==> config.mk <==
export PLATFORM = sky130hd
export DESIGN_NAME = spi_regfile_peripheral
export DESIGN_NICKNAME = d
export VERILOG_FILES = /design/src/rtl/spi_regfile_pkg.sv /design/src/rtl/spi_sync_edge.sv /design/src/rtl/spi_regfile_peripheral.sv
export SDC_FILE = /design/constraint.sdc
export NUM_CORES = 1
export LEC_CHECK = 0
export CORE_ASPECT_RATIO = 0.8
export CORE_MARGIN = 5
export CORE_UTILIZATION = 45
export CTS_BUF_LIST = sky130_fd_sc_hd__clkbuf_2
export DETAILED_ROUTE_END_ITERATION = 12
export HOLD_SLACK_MARGIN = 0.05
export MAX_ROUTING_LAYER = met4
export PLACE_DENSITY = 0.68
export SKIP_CTS_REPAIR_TIMING = 1
export SLEW_MARGIN = 10
export SYNTH_ARGS = -nofsm -noshare
export SYNTH_HDL_FRONTEND = slang
export SYNTH_HIERARCHICAL = 1
export SYNTH_SLANG_ARGS = --single-unit
export TNS_END_PERCENT = 5
==> constraint.sdc <==
create_clock -name clk -period 7.5 [get_ports clk]
set_input_delay 0.75 -clock clk [delete_from_list [all_inputs] [get_ports clk]]
set_output_delay 0.75 -clock clk [all_outputs]
set_load 0.03 [all_outputs]
==> src/rtl/spi_regfile_pkg.sv <==
// Shared types and sizing helpers for the SPI register-file peripheral.
`timescale 1ns/1ps
package spi_regfile_pkg;

  typedef enum logic [2:0] {
    IDLE,
    CMD,
    ADDR,
    DATA,
    DONE
  } state_e;

  localparam logic RW_WRITE = 1'b1;

  function automatic int frame_len(input int addr_w, input int data_w);
    return 1 + addr_w + data_w;
  endfunction

  function automatic int clog2(input int v);
    int r;
    r = 0;
    while ((1 << r) < v) r++;
    return r;
  endfunction

  // Counter must hold FRAME_LEN+1 so an over-length frame stays distinguishable.
  function automatic int cnt_width(input int flen);
    return clog2(flen + 2);
  endfunction

endpackage

==> src/rtl/spi_sync_edge.sv <==
// Multi-flop synchroniser for an asynchronous pin, with one-clk rise/fall pulses
// derived from the synchronised level and its one-clk-delayed copy.
`timescale 1ns/1ps
module spi_sync_edge #(
  parameter int   STAGES   = 2,
  parameter logic IDLE_LVL = 1'b0
) (
  input  logic clk,
  input  logic rst,
  input  logic d,
  output logic lvl,
  output logic rise,
  output logic fall
);

  logic [STAGES-1:0] sync_q;
  logic              last_q;

  always_ff @(posedge clk or posedge rst) begin
    if (rst) begin
      sync_q <= {STAGES{IDLE_LVL}};
      last_q <= IDLE_LVL;
    end else begin
      sync_q <= {sync_q[STAGES-2:0], d};
      last_q <= sync_q[STAGES-1];
    end
  end

  assign lvl  = sync_q[STAGES-1];
  assign rise = sync_q[STAGES-1] & ~last_q;
  assign fall = ~sync_q[STAGES-1] & last_q;

endmodule

==> src/rtl/spi_regfile_peripheral.sv <==
// SPI mode-0 slave feeding a NUM_REGS x DATA_W register file, with read-back on
// CIPO, range/length checking and commit/error strobes.
`timescale 1ns/1ps
module spi_regfile_peripheral
  import spi_regfile_pkg::*;
#(
  parameter int NUM_REGS    = 8,
  parameter int DATA_W      = 8,
  parameter int ADDR_W      = 7,
  parameter int SYNC_STAGES = 2
) (
  input  logic                       clk,
  input  logic                       rst,
  input  logic                       sclk,
  input  logic                       copi,
  input  logic                       ncs,
  output logic                       cipo,
  output logic                       cipo_oe,
  output logic [NUM_REGS*DATA_W-1:0] regs_out,
  output logic                       wr_strobe,
  output logic [ADDR_W-1:0]          wr_addr,
  output logic                       frame_err
);

  localparam int FRAME_LEN = frame_len(ADDR_W, DATA_W);
  localparam int CNT_W     = cnt_width(FRAME_LEN);

  localparam logic [CNT_W-1:0] CNT_LAST_ADDR = CNT_W'(ADDR_W);
  localparam logic [CNT_W-1:0] CNT_DATA0     = CNT_W'(1 + ADDR_W);
  localparam logic [CNT_W-1:0] CNT_LAST_DATA = CNT_W'(FRAME_LEN - 1);
  localparam logic [CNT_W-1:0] CNT_FULL      = CNT_W'(FRAME_LEN);
  localparam logic [CNT_W-1:0] CNT_MAX       = CNT_W'(FRAME_LEN + 1);

  logic sclk_lvl, sclk_rise, sclk_fall;
  logic ncs_lvl, ncs_rise, ncs_fall;
  logic [SYNC_STAGES-1:0] copi_sync_q;
  logic copi_s;

  spi_sync_edge #(.STAGES(SYNC_STAGES), .IDLE_LVL(1'b0)) u_sclk_sync (
    .clk(clk), .rst(rst), .d(sclk), .lvl(sclk_lvl), .rise(sclk_rise), .fall(sclk_fall)
  );

  spi_sync_edge #(.STAGES(SYNC_STAGES), .IDLE_LVL(1'b1)) u_ncs_sync (
    .clk(clk), .rst(rst), .d(ncs), .lvl(ncs_lvl), .rise(ncs_rise), .fall(ncs_fall)
  );

  always_ff @(posedge clk or posedge rst) begin
    if (rst) copi_sync_q <= '0;
    else     copi_sync_q <= {copi_sync_q[SYNC_STAGES-2:0], copi};
  end
  assign copi_s = copi_sync_q[SYNC_STAGES-1];

  state_e                           state_q, state_d;
  logic [CNT_W-1:0]                 cnt_q;
  logic                             rw_q;
  logic [ADDR_W-1:0]                addr_q;
  logic [DATA_W-1:0]                data_q;
  logic [DATA_W-1:0]                tx_q;
  logic                             cipo_oe_q;
  logic                             load_q;
  logic                             commit_q;
  logic [NUM_REGS-1:0][DATA_W-1:0]  regs_q;
  logic                             wr_strobe_q;
  logic [ADDR_W-1:0]                wr_addr_q;
  logic                             frame_err_q;

  logic              bit_ev;
  logic              addr_ok;
  logic [DATA_W-1:0] rd_data;

  // Synchronised ncs is already high in the ncs-rise clk, so this also drops a coincident sclk edge.
  assign bit_ev  = sclk_rise & ~ncs_lvl & (state_q != IDLE);
  assign addr_ok = ({1'b0, addr_q} < (ADDR_W + 1)'(NUM_REGS));

  always_comb begin
    rd_data = '0;
    for (int i = 0; i < NUM_REGS; i++) begin
      if (addr_q == ADDR_W'(i)) rd_data = regs_q[i];
    end
  end

  always_ff @(posedge clk or posedge rst) begin
    if (rst) state_q <= IDLE;
    else     state_q <= state_d;
  end

  always_comb begin
    state_d = state_q;
    if (ncs_rise) begin
      state_d = IDLE;
    end else if (state_q == IDLE) begin
      if (ncs_fall) state_d = CMD;
    end else if (bit_ev) begin
      case (state_q)
        CMD:     state_d = ADDR;
        ADDR:    if (cnt_q == CNT_LAST_ADDR) state_d = DATA;
        DATA:    if (cnt_q == CNT_LAST_DATA) state_d = DONE;
        default: state_d = state_q;
      endcase
    end
  end

  always_ff @(posedge clk or posedge rst) begin
    if (rst) begin
      cnt_q       <= '0;
      rw_q        <= 1'b0;
      addr_q      <= '0;
      data_q      <= '0;
      tx_q        <= '0;
      cipo_oe_q   <= 1'b0;
      load_q      <= 1'b0;
      commit_q    <= 1'b0;
      regs_q      <= '0;
      wr_strobe_q <= 1'b0;
      wr_addr_q   <= '0;
      frame_err_q <= 1'b0;
    end else begin
      wr_strobe_q <= 1'b0;
      frame_err_q <= 1'b0;
      load_q      <= 1'b0;
      commit_q    <= 1'b0;

      // Uses the previous frame's fields even if a new frame starts this clk.
      if (commit_q) begin
        if (cnt_q == CNT_FULL && addr_ok) begin
          if (rw_q == RW_WRITE) begin
            for (int i = 0; i < NUM_REGS; i++) begin
              if (addr_q == ADDR_W'(i)) regs_q[i] <= data_q;
            end
            wr_strobe_q <= 1'b1;
            wr_addr_q   <= addr_q;
          end
        end else begin
          frame_err_q <= 1'b1;
        end
      end

      if (state_q == IDLE && ncs_fall) cnt_q <= '0;

      if (bit_ev) begin
        if (cnt_q != CNT_MAX) cnt_q <= cnt_q + CNT_W'(1);
        if (cnt_q == '0) begin
          rw_q <= copi_s;
        end else if (cnt_q <= CNT_LAST_ADDR) begin
          addr_q <= ADDR_W'({addr_q, copi_s});
        end else if (cnt_q < CNT_FULL) begin
          data_q <= DATA_W'({data_q, copi_s});
        end
        if (state_q == ADDR && cnt_q == CNT_LAST_ADDR && rw_q != RW_WRITE) load_q <= 1'b1;
      end

      // The falling edge right after the last address bit must not shift: the MSB
      // has to survive until the first data rising edge.
      if (load_q) begin
        tx_q      <= rd_data;
        cipo_oe_q <= 1'b1;
      end else if (sclk_fall && !sclk_lvl && cipo_oe_q && cnt_q > CNT_DATA0) begin
        tx_q <= tx_q << 1;
      end

      if (ncs_rise && state_q != IDLE) begin
        cipo_oe_q <= 1'b0;
        commit_q  <= (cnt_q != '0);
      end
    end
  end

  assign cipo      = cipo_oe_q & tx_q[DATA_W-1];
  assign cipo_oe   = cipo_oe_q;
  assign regs_out  = regs_q;
  assign wr_strobe = wr_strobe_q;
  assign wr_addr   = wr_addr_q;
  assign frame_err = frame_err_q;

endmodule

## Word-level counts from Yosys, hierarchy flattened

Index checks and enable logic that the tools add are counted.

- Bits in registers: 116
- Bits of input ports: 5
- Output and inout port bits: 75
- Logic and storage cells: 122

- Add/sub/neg operators: 1
- $lt $le $gt $ge: 4
- Equality and inequality tests: 17
- Muxes and demuxes: 30
- Bitwise operators: 14
- Reductions and logical operators: 31

Operators with widths:

| cell | count |
|---|---|
| $mux 8 | 10 |
| $reduce_and 4->1 | 9 |
| $eq 7x3->1 const B | 4 |
| $mux 3 | 6 |
| $mux 5 | 3 |
| $eq 7x2->1 const B | 2 |
| $mux 1 | 10 |
| $reduce_bool 5->1 | 2 |
| $pmux 3 s3 | 1 |
| $logic_and 1x1->1 | 8 |
| $ne 4x4->1 const B | 2 |
| $and 1x1->1 | 7 |
| $eq 7x1->1 const B | 1 |
| $logic_not 7->1 | 1 |
| $lt 7x4->1 const B | 1 |
| $not 1->1 | 7 |
| $eq 3x2->1 const B | 2 |
| $reduce_and 3->1 | 2 |
| $reduce_bool 3->1 | 2 |
| $add 5x1->5 const B | 1 |
| $eq 5x3->1 const B | 1 |
| $eq 5x4->1 const B | 1 |
| $eq 5x5->1 const B | 1 |
| $gt 5x4->1 const B | 1 |
| other kinds (11) | 12 |

## Logic depth before layout (Yosys ltp)

Gate-level depths: netlist of run 1.

- Word-level depth: 10
- Gate-level depth with buffers: 8
- Gate-level depth less buffers: 7

## Modules after synthesis

Netlist of run 1, hierarchy kept.

By module, submodules not included:

| module | times used | cells an instance | area each (sq um) | seq. area each (sq um) |
|---|---|---|---|---|
| spi_regfile_peripheral | 1 | 399 | 5137.4 | 2752.6 |
| spi_sync_edge (u_ncs_sync) | 1 | 6 | 97.6 | 78.8 |
| spi_sync_edge (u_sclk_sync) | 1 | 6 | 93.8 | 75.1 |

## Worst setup path after synthesis of run 1

Ideal clock, no wire load.

- Path kind: reg2reg
- Start point: reg cnt_q[3]
- End point: reg regs_q (netlist bit regs_out[0])
- Library setup time: 0.125 ns
- Data arrival time: 2.023 ns
- Data required time: 7.375 ns
- Slack: 5.352 ns
- Cell stages (with the launch flop): 9
- Path buffers: 3
- Clock period less this slack: 2.148 ns
- Cell sequence: dfrtp_1 buf_4 nor3b_1 nand3_1 or2_1 buf_2 or4_4 buf_6 mux2_4

- Word-level cells in the longest chain between the ends: 3

Ends and longest elaborated chain:

| element | RTL line | text |
|---|---|---|
| from (decl) | spi_regfile_peripheral.sv:54 | `logic [CNT_W-1:0] cnt_q;` |
| from (signal assigned) | spi_regfile_peripheral.sv:141 | `if (cnt_q != CNT_MAX) cnt_q <= cnt_q + CNT_W'(1);` |
| $eq 5x5->1 | spi_regfile_peripheral.sv:125 | `if (cnt_q == CNT_FULL && addr_ok) begin` |
| $logic_and 1x1->1 | spi_regfile_peripheral.sv:125 |  |
| $reduce_and 4->1 (no source line) | - |  |
| to (signal, indexed assignment) | spi_regfile_peripheral.sv:128 | `if (addr_q == ADDR_W'(i)) regs_q[i] <= data_q;` |
| to (decl) | spi_regfile_peripheral.sv:62 | `logic [NUM_REGS-1:0][DATA_W-1:0] regs_q;` |

Every way passes these cells.
A chain may end at the register's enable or synchronous reset.

## Worst setup path in the final report of run 1

- Start point: reg addr_q[6]
- End point: reg regs_q (netlist bit regs_out[50])

- Word-level cells in the longest chain between the ends: 3
- Elaborated cells on any way between the ends: 4
- Those cells by class: 1 x order compare; 1 x eq/ne; 2 x reduce/logical

Ends and longest elaborated chain:

| element | RTL line | text |
|---|---|---|
| from (decl) | spi_regfile_peripheral.sv:56 | `logic [ADDR_W-1:0] addr_q;` |
| from (signal assigned) | spi_regfile_peripheral.sv:145 | `addr_q <= ADDR_W'({addr_q, copi_s});` |
| $lt 7x4->1 | spi_regfile_peripheral.sv:73 | `assign addr_ok = ({1'b0, addr_q} < (ADDR_W + 1)'(NUM_REGS));` |
| $logic_and 1x1->1 | spi_regfile_peripheral.sv:125 |  |
| $reduce_and 4->1 (no source line) (*) | - |  |

Every way passes the cells marked *; elsewhere a longest branch is shown, timed or not.

==> flow_summary.json, run 1 <==
{
  "mappedNetlistArea_mm2": 0.00533,
  "worst_pin_slew_ps": 968,
  "cts_sinks": 116,
  "io_buffers": 79,
  "fin_tns_setup_ps": 0,
  "fin_skew_ps": 17.9,
  "cp.arrival_ps": 3300,
  "hold_depth": 0,
  "drive_above_1_share_pct": 27.5,
  "critPathLaunchType": "register",
  "hpwlAfterDp_um": 8880,
  "drt_first_pass_iters": 5,
  "rows": 35,
  "fin_crit_ps": 2770,
  "clkSlewWorstSetupHoldPaths_ps": 160,
  "p_sw_w": 0.000361,
  "yosysUniqueCellTypes": 53,
  "hold_viol_final": 0,
  "worst_ep_required_time_ps": 8040,
  "numCtsBuffers": 17,
  "syn-instance-count": 411,
  "grt.overflow.total": 0,
  "cp_max_fo": 16,
  "drt.antenna.violating_nets": 0,
  "relSlewSlack_pct": 35.5,
  "slowest_stage": "nor3_2",
  "synth.avg_cell_area_um2": 13.0,
  "nFillCells": 996,
  "r2r_cells": 5,
  "combinationalPowerShare_pct": 12.6,
  "min_period_over_period_pct": 36.9,
  "max_freq_mhz": 362,
  "gp_congestion": 0.863,
  "max-cap-violations": 0,
  "synth_common_cells": "113 x dfrtp_1, 68 x mux2_2, 21 x nor2_1, 16 x mux2_4, 16 x mux2i_1",
  "cts_tree": "done",
  "grt_max_degree": 80,
  "whs_ps": 366,
  "yosysWarnings": 6,
  "synth-edff-count": 0,
  "routed_wl_um": 12700,
  "die_area_mm2": 0.0141,
  "endpoint_kind": "register",
  "die_h_um": 107,
  "cp_slowest_stage_delay_ps": 840,
  "synth-seq-area-share_pct": 54.5,
  "cts-root-buf": "clkbuf_2",
  "fin_util_pct": 55.9,
  "fin_nets": 495,
  "vias": 3639,
  "min_path_type": "register to register",
  "core-area_mm2": 0.0116,
  "grt_pass1_wl_um": 20400,
  "syn_nets": 420,
  "track_usage_pct": 19.0,
  "grt_pass1_vias": 3532,
  "clkPwrFrac_pct": 34.3,
  "ys_async_sr_fraction_pct": 100,
  "ir_drop_uv": 83.0,
  "viasPerCell": 5.62,
  "power_leakage_nw": 2.96,
  "remaining_drc_errors": 0,
  "maxSlewViolCount": 0,
  "finalSetupViolCount": 0,
  "synth_top_cell_by_area": "dfrtp_1",
  "ios": 80,
  "wl_per_cell_um": 19.7,
  "drtIter0Drc": 301,
  "rsz0062_at_grt": "false",
  "synthToLayoutAreaGrowth_pct": 21.4,
  "worstSetupPathType": "register to register",
  "synth_ff_type": "dfrtp_1",
  "clock_latency_ps": 650,
  "p_seq_share_pct": 53.0,
  "synth.most_common_cell": "dfrtp_1",
  "antenna_found_initial": 0,
  "crit_chain": "nor4_4 -> nand3_1 -> or2_1 -> nor3_2 -> mux2_2",
  "synth_top_area_share_pct": 53.1,
  "start_util_pct": 46.1,
  "clk_path_buf_depth": 2,
  "status": "complete, no violations",
  "p_int_w": 0.000926,
  "synth_seq_cells": 116,
  "pwr_density_cell_mw_per_mm2": 199,
  "swShare_pct": 28.1,
  "htree_levels": 4,
  "die_w_um": 132,
  "synth.area.top_cells": "dfrtp_1 53%, mux2_2 14%, mux2_4 4.5%, mux2i_1 3.0%, mux4_2 2.1%"
}
==> per-stage QoR <==
| step | worst slack [ps] | instance area, µm² | instances | total power (W) |
|---|---|---|---|---|
| after detailed placement | 4750 | 6210 | 615 | 0.000858 |
| after global routing | 4540 | 6460 | 647 | 0.00135 |
| final | 4730 | 6470 | 648 | 0.00129 |
| after global placement | 4800 | 6210 | 615 | 0.000855 |
| after floorplan | 3850 | 5330 | 411 | 0.000811 |
| after CTS | 4720 | 6460 | 647 | 0.00130 |
==> cells in the final DEF, fill, tap and decap left out, types with 5 or more instances in the layout <==
cell and n:
nand3_1 5, clkinv_1 6, a21oi_1 13, mux2_4 16, nor2b_1 8, inv_1 8, mux2i_1 16, o21ai_0 11
nor3_1 7, clkbuf_2 19, mux4_2 5, nor2_1 21, nand2_1 13, dfrtp_1 113, clkdlybuf4s50_1 79, and2_1 7
mux2_2 68
==> cell type report <==
class,instances,area [µm²],area share [%]
well taps,148,185,2.86
diodes,1,2.50,0.0387
clock buffers,19,95.1,1.47
multi-input cells,258,2250,34.8
inverters,10,40.0,0.619
repair buffers,83,821,12.7
flip-flops and latches,116,2910,44.9
clock inverters,13,164,2.53
==> metal layers <==
layer	global-route usage, %	vias up	wire length [µm]
li1	-	1650	-
met3	4.67	11	678
met4	5.07	0	97
met5	-	-	0
met1	28.9	1862	6560
met2	25.3	116	5400
==> power by group through the flow <==
| stage | clock [W] | sequential [W] | combinational [W] |
|---|---|---|---|
| 6_report | 0.000442 | 0.000683 | 0.000163 |
| 5_1_grt | 0.000482 | 0.000689 | 0.000180 |
| 4_1_cts | 0.000451 | 0.000683 | 0.000163 |
| 3_5_place_dp | 0 | 0.000695 | 0.000163 |
| 3_3_place_gp | 0 | 0.000694 | 0.000161 |
| 2_1_floorplan | 0 | 0.000669 | 0.000141 |
==> cell families (layout without fill, tap and decap cells) <==
| logic type | after synthesis | count (layout) | share of synthesized area [%] |
|---|---|---|---|
| AOI/OAI and AO/OA | 56 | 56 | 7.00 |
| and+or+nand+nor | 93 | 93 | 10.4 |
| DFF | 116 | 116 | 54.5 |
| other | 0 | 1 | 0 |
| adders and majority gates | 4 | 4 | 0.939 |
| muxes | 105 | 105 | 24.0 |
| buffers and inverters | 37 | 125 | 3.17 |
==> path summary, 6_finish.rpt <==
check | from | to | slack, ps
worst min register to register | copi_sync_q[0] | copi_sync_q[1] | 370
worst max-delay path | addr_q[6] | regs_out[50] | 4730
min in group asynchronous | rst | u_sclk_sync/sync_q[0] | 380
worst min-delay path | copi_sync_q[0] | copi_sync_q[1] | 370
worst max register to register | addr_q[6] | regs_out[50] | 4730
max in group asynchronous | rst | data_q[7] | 5680
==> registers in the layout (all words and copies together), names as in the netlist, 2 cells and up <==
register,count
wr_addr,7
copi_sync_q,2
addr_q,7
data_q,8
regs_out,64
state_q,3
tx_q,8
cnt_q,5
u_ncs_sync/sync_q,2
u_sclk_sync/sync_q,2
==> critical path: cells and delay by family (launching register included) <==
family,cells,cell delay [ps]
flip-flops,1,450
AND/OR/NAND/NOR,4,1800
multiplexers,1,420
(Power assumes the default switching activity.)
==> run 2, diff against run 1 <==
PLACE_DENSITY = 0.71   (was 0.68)
clock period = 2.5 ns   (was 7.5 ns; I/O delays follow)
==> flow_summary.json, run 2 (same netlist as run 1, synthesis figures left out) <==
{
  "status": "complete, no violations",
  "antenna_found_initial": 0,
  "cp_max_fo": 8,
  "relSlewSlack_pct": 66.5,
  "htree_levels": 4,
  "critPathLaunchType": "register",
  "worst_ep_required_time_ps": 3030,
  "drt.antenna.violating_nets": 0,
  "endpoint_kind": "register",
  "fin_ws_ps": 162,
  "largest_reg_flops": 64,
  "ir_drop_uv": 263,
  "viasPerCell": 5.52,
  "cp.arrival_ps": 2870,
  "routed_wl_um": 12800,
  "numCtsBuffers": 17,
  "vias": 3687,
  "drive_above_1_share_pct": 29.6,
  "power_leakage_nw": 3.05,
  "fin_nets": 516,
  "io_buffers": 79,
  "grt.overflow.total": 0,
  "core-area_mm2": 0.0116,
  "worstSetupPathType": "register to register",
  "remaining_drc_errors": 0,
  "maxSlewViolCount": 0,
  "clock_latency_ps": 650,
  "finalSetupViolCount": 0,
  "gp_congestion": 0.827,
  "pre_cts_ws_ps": 174,
  "cts_tree": "done",
  "max_freq_mhz": 428,
  "placed_cell_area_mm2": 0.00635,
  "fin_skew_ps": 27.2,
  "final_common_cell": "dfrtp_1",
  "clkSlewWorstSetupHoldPaths_ps": 150,
  "pwr_density_cell_mw_per_mm2": 544,
  "drtIter0Drc": 215,
  "rsz0062_at_grt": "false",
  "hold_viol_final": 0,
  "fin_crit_ps": 2340,
  "grt_max_degree": 65,
  "antennaDiodeCount": 0,
  "ios": 80,
  "wl_per_cell_um": 19.2,
  "max-cap-violations": 0,
  "rows": 35,
  "final_cell_mix": "113 x dfrtp_1, 79 x clkdlybuf4s50_1, 68 x mux2_2",
  "grt_pass1_vias": 3703,
  "postLayoutCellArea_mm2": 0.00657,
  "cts_sinks": 116,
  "worst_pin_slew_ps": 503,
  "die_area_mm2": 0.0141,
  "drt_first_pass_iters": 4,
  "min_path_type": "register to register",
  "track_usage_pct": 18.9,
  "synthToLayoutAreaGrowth_pct": 23.2,
  "clk_path_buf_depth": 2,
  "die_h_um": 107,
  "hpwlAfterDp_um": 9320,
  "grt_pass1_wl_um": 20400,
  "min_period_over_period_pct": 93.5,
  "start_util_pct": 46.1,
  "fin_tns_setup_ps": 0,
  "cts-root-buf": "clkbuf_2",
  "die_w_um": 132
}
[run 2: cell count changes in the layout (fill, tap and decap cells not counted), sizes merged, moves of 2 or more]
cell	previous run	this run
buf	4	21
bufinv	4	1
clkbuf	19	22
clkinv	8	10
dlygate4sd3	0	4
[run 2: layout make-up]
class	instances	area (µm²)
clock buffer	22	110
clock inverter	10	68.8
fill	988	4990
inverter	10	41.3
multi-input combinational	258	2250
sequential	116	2910
tap	148	185
timing repair buffer	104	1000
[run 2: power by group]
part / internal, W / switching (W)
sequential: 0.00193 / 0.0000925
clock: 0.000355 / 0.000646
combinational: 0.000235 / 0.000315
[run 2: final timing paths]
kind                                 startpoint                     to  slack, ps  cells after the start
setup / recovery                      addr_q[6]           regs_out[17]        160                      5
hold / removal             u_ncs_sync/sync_q[0]   u_ncs_sync/sync_q[1]        370                      0
setup reg to reg                      addr_q[6]           regs_out[17]        160                      5
hold reg to reg            u_ncs_sync/sync_q[0]   u_ncs_sync/sync_q[1]        370                      0
max in group asynchronous                   rst              data_q[6]       1230                      4
min in group asynchronous                   rst  u_sclk_sync/sync_q[1]        430                      3
[run 2: metal layers]
| metal | up-vias | part of all wire [%] | track usage (%) |
|---|---|---|---|
| li1 | 1695 | - | - |
| met4 | 0 | 0.68 | 4.99 |
| met2 | 115 | 44 | 26.3 |
| met1 | 1869 | 50 | 27.5 |
| met5 | - | 0 | - |
| met3 | 8 | 5.7 | 4.81 |
[run 2: critical path, stage by stage (launching register included)]
cell and delay [ps]:
dfrtp_1 440, nor4_4 360, nand3_1 140, or2_1 340
or3_1 600, mux2_2 350
[run 2: per-stage QoR]
step	total power [W]	util, %	cells	hold WS (ps)
2_1_floorplan	0.00243	-	411	3.64
3_3_place_gp	0.00258	54.9	632	334
3_5_place_dp	0.00260	54.9	632	341
4_1_cts	0.00361	56.5	664	-186
5_1_grt	0.00376	56.8	668	373
6_report	0.00357	56.8	668	369
==> run 3, diff against run 2 <==
ABC_AREA = 1   (was not set)
ABC_CLOCK_PERIOD_IN_PS = 2500   (was not set)
==> flow_summary.json, run 3 <==
{
  "synth_top_area_share_pct": 54.8,
  "relSlewSlack_pct": 50.0,
  "fin_nets": 690,
  "syn_nets": 598,
  "fin_crit_ps": 2180,
  "start_util_pct": 45.3,
  "cp-startpoint": "cipo_oe",
  "htree_levels": 4,
  "synth.most_common_cell": "nand2_1",
  "mappedNetlistArea_mm2": 0.00516,
  "drtIter0Drc": 343,
  "cp_max_fo": 4,
  "finalPower_w": 0.00398,
  "grt_max_degree": 43,
  "hold_start": "u_ncs_sync/sync_q[0]",
  "clkSlewWorstSetupHoldPaths_ps": 170,
  "cts_tree": "done",
  "drive_above_1_share_pct": 7.78,
  "crit_chain": "nand2_1 -> inv_1 -> clkdlybuf4s50_1",
  "synth_top_cell_by_area": "dfrtp_1",
  "synth_common_cells": "147 x nand2_1, 113 x dfrtp_1, 96 x o21ai_0, 67 x inv_1, 46 x nor2_1",
  "worst_ep_required_time_ps": 2250,
  "grt_pass1_vias": 4079,
  "synth.avg_cell_area_um2": 8.76,
  "drt.antenna.violating_nets": 0,
  "postLayoutCellArea_mm2": 0.00643,
  "path_buf_inv": 2,
  "yosysUniqueCellTypes": 30,
  "synth_seq_cells": 116,
  "antennaDiodeCount": 0,
  "largest_reg_flops": 64,
  "worstSetupPathType": "register to output port",
  "syn-instance-count": 589,
  "slowest_stage": "clkdlybuf4s50_1",
  "max-cap-violations": 0,
  "die_w_um": 130,
  "yosysWarnings": 6,
  "final_cell_mix": "147 x nand2_1, 113 x dfrtp_1, 96 x o21ai_0",
  "multi_input_area_mm2": 0.00189,
  "routed_wl_um": 13600,
  "cts-root-buf": "clkbuf_2",
  "cp_slowest_stage_delay_ps": 660,
  "remaining_drc_errors": 0,
  "track_usage_pct": 21.3,
  "nFillCells": 1030,
  "fin_tns_setup_ps": 0,
  "drt_first_pass_iters": 5,
  "io_buffers": 79,
  "min_path_type": "register to register",
  "synth-seq-area-share_pct": 56.3,
  "grt.overflow.total": 0,
  "clock_latency_ps": 690,
  "max_freq_mhz": 459,
  "worst_pin_slew_ps": 748,
  "ys_async_sr_fraction_pct": 100,
  "synth_ff_type": "dfrtp_1",
  "cts_sinks": 116,
  "finalSetupViolCount": 0,
  "final_common_cell": "nand2_1",
  "viasPerCell": 5.24,
  "synth-edff-count": 0,
  "maxSlewViolCount": 0,
  "min_period_over_period_pct": 87.2,
  "reg2reg_setup_slack_ps": 480,
  "hold_viol_final": 0,
  "gp_congestion": 0.884,
  "crit_family": "buffers and inverters",
  "clk_path_buf_depth": 2,
  "die_area_mm2": 0.0137,
  "numCtsBuffers": 17,
  "endpoint_kind": "output port",
  "fin_util_pct": 56.4,
  "synth.area.top_cells": "dfrtp_1 55%, nand2_1 11%, o21ai_0 9.3%, inv_1 4.9%, nand3_1 3.8%",
  "wl_per_cell_um": 16.2,
  "cp.arrival_ps": 1930,
  "ir_drop_uv": 485,
  "synthToLayoutAreaGrowth_pct": 24.6,
  "power_leakage_nw": 2.98,
  "status": "complete, no violations",
  "rsz0062_at_grt": "false",
  "fin_skew_ps": 26.4,
  "seq_area_mm2": 0.00291,
  "hpwlAfterDp_um": 9750,
  "placed_cell_area_mm2": 0.00609,
  "critPathLaunchType": "register",
  "die_h_um": 106,
  "r2r_start": "cnt_q[0]",
  "vias": 4412,
  "antenna_found_initial": 0,
  "ios": 80,
  "pwr_density_cell_mw_per_mm2": 620,
  "core-area_mm2": 0.0114,
  "grt_pass1_wl_um": 21900,
  "rows": 35
}
-- run 3: cell count changes in the layout (fill, tap and decap cells not counted), moves of 8 or more --
cell     change
buf_4       -17
nor2b_1      -8
nand2_1    +134
inv_1       +58
mux2i_1     -16
mux2_4      -16
nand4_1     +10
nor2_1      +25
mux2_2      -68
o21ai_0     +85
nand3_1     +34
-- run 3: layer usage --
layer  routed length, µm  up-vias  share of wire (%)  GRT usage (%)
li1                    -     2107                  -              -
met1                6270     2103                 46           31.0
met2                6090      180                 45           30.2
met3                1100       22                8.1           4.91
met4                 143        0                1.1           5.27
met5                   0        -                  0              -
-- run 3: cell type report --
class / count / share of cell area (%)
inverters: 67 / 3.97
well taps: 148 / 2.88
repair buffers: 88 / 13.9
clock inverters: 15 / 3.29
multi-input cells: 391 / 29.4
clock buffers: 17 / 1.32
flip-flops and latches: 116 / 45.2
-- run 3: power by group --
group          total (W)  switching (W)  internal, W  leakage (nW)
registers        0.00201      0.0000619      0.00194          1.59
logic           0.000486       0.000346     0.000140          1.22
clock network    0.00149       0.000744     0.000747         0.163
total            0.00398        0.00115      0.00283          2.98
-- run 3: final timing paths --
| kind | endpoint | depth (start not counted) |
|---|---|---|
| min in group asynchronous | u_sclk_sync/sync_q[1] | 3 |
| worst min-delay path | u_ncs_sync/sync_q[1] | 0 |
| max in group asynchronous | regs_out[1] | 4 |
| worst min register to register | u_ncs_sync/sync_q[1] | 0 |
| worst max-delay path | cipo | 3 |
| worst max register to register | regs_out[11] | 6 |
-- run 3: metrics by stage --
stage / worst slack, ps / std cells / hold WS [ps]
after floorplan: 757 / 589 / 3.64
after global placement: 609 / 806 / 333
after detailed placement: 524 / 806 / 337
after CTS: 307 / 838 / -189
after global routing: 178 / 842 / 364
final: 321 / 842 / 372
-- run 3: kinds of logic after synthesis --
logic type,after synthesis,share of synthesized area [%]
fa+ha+maj,4,0.970
flops,116,56.3
compound gates,117,11.6
simple gates,270,24.0
buf+inv,82,7.03
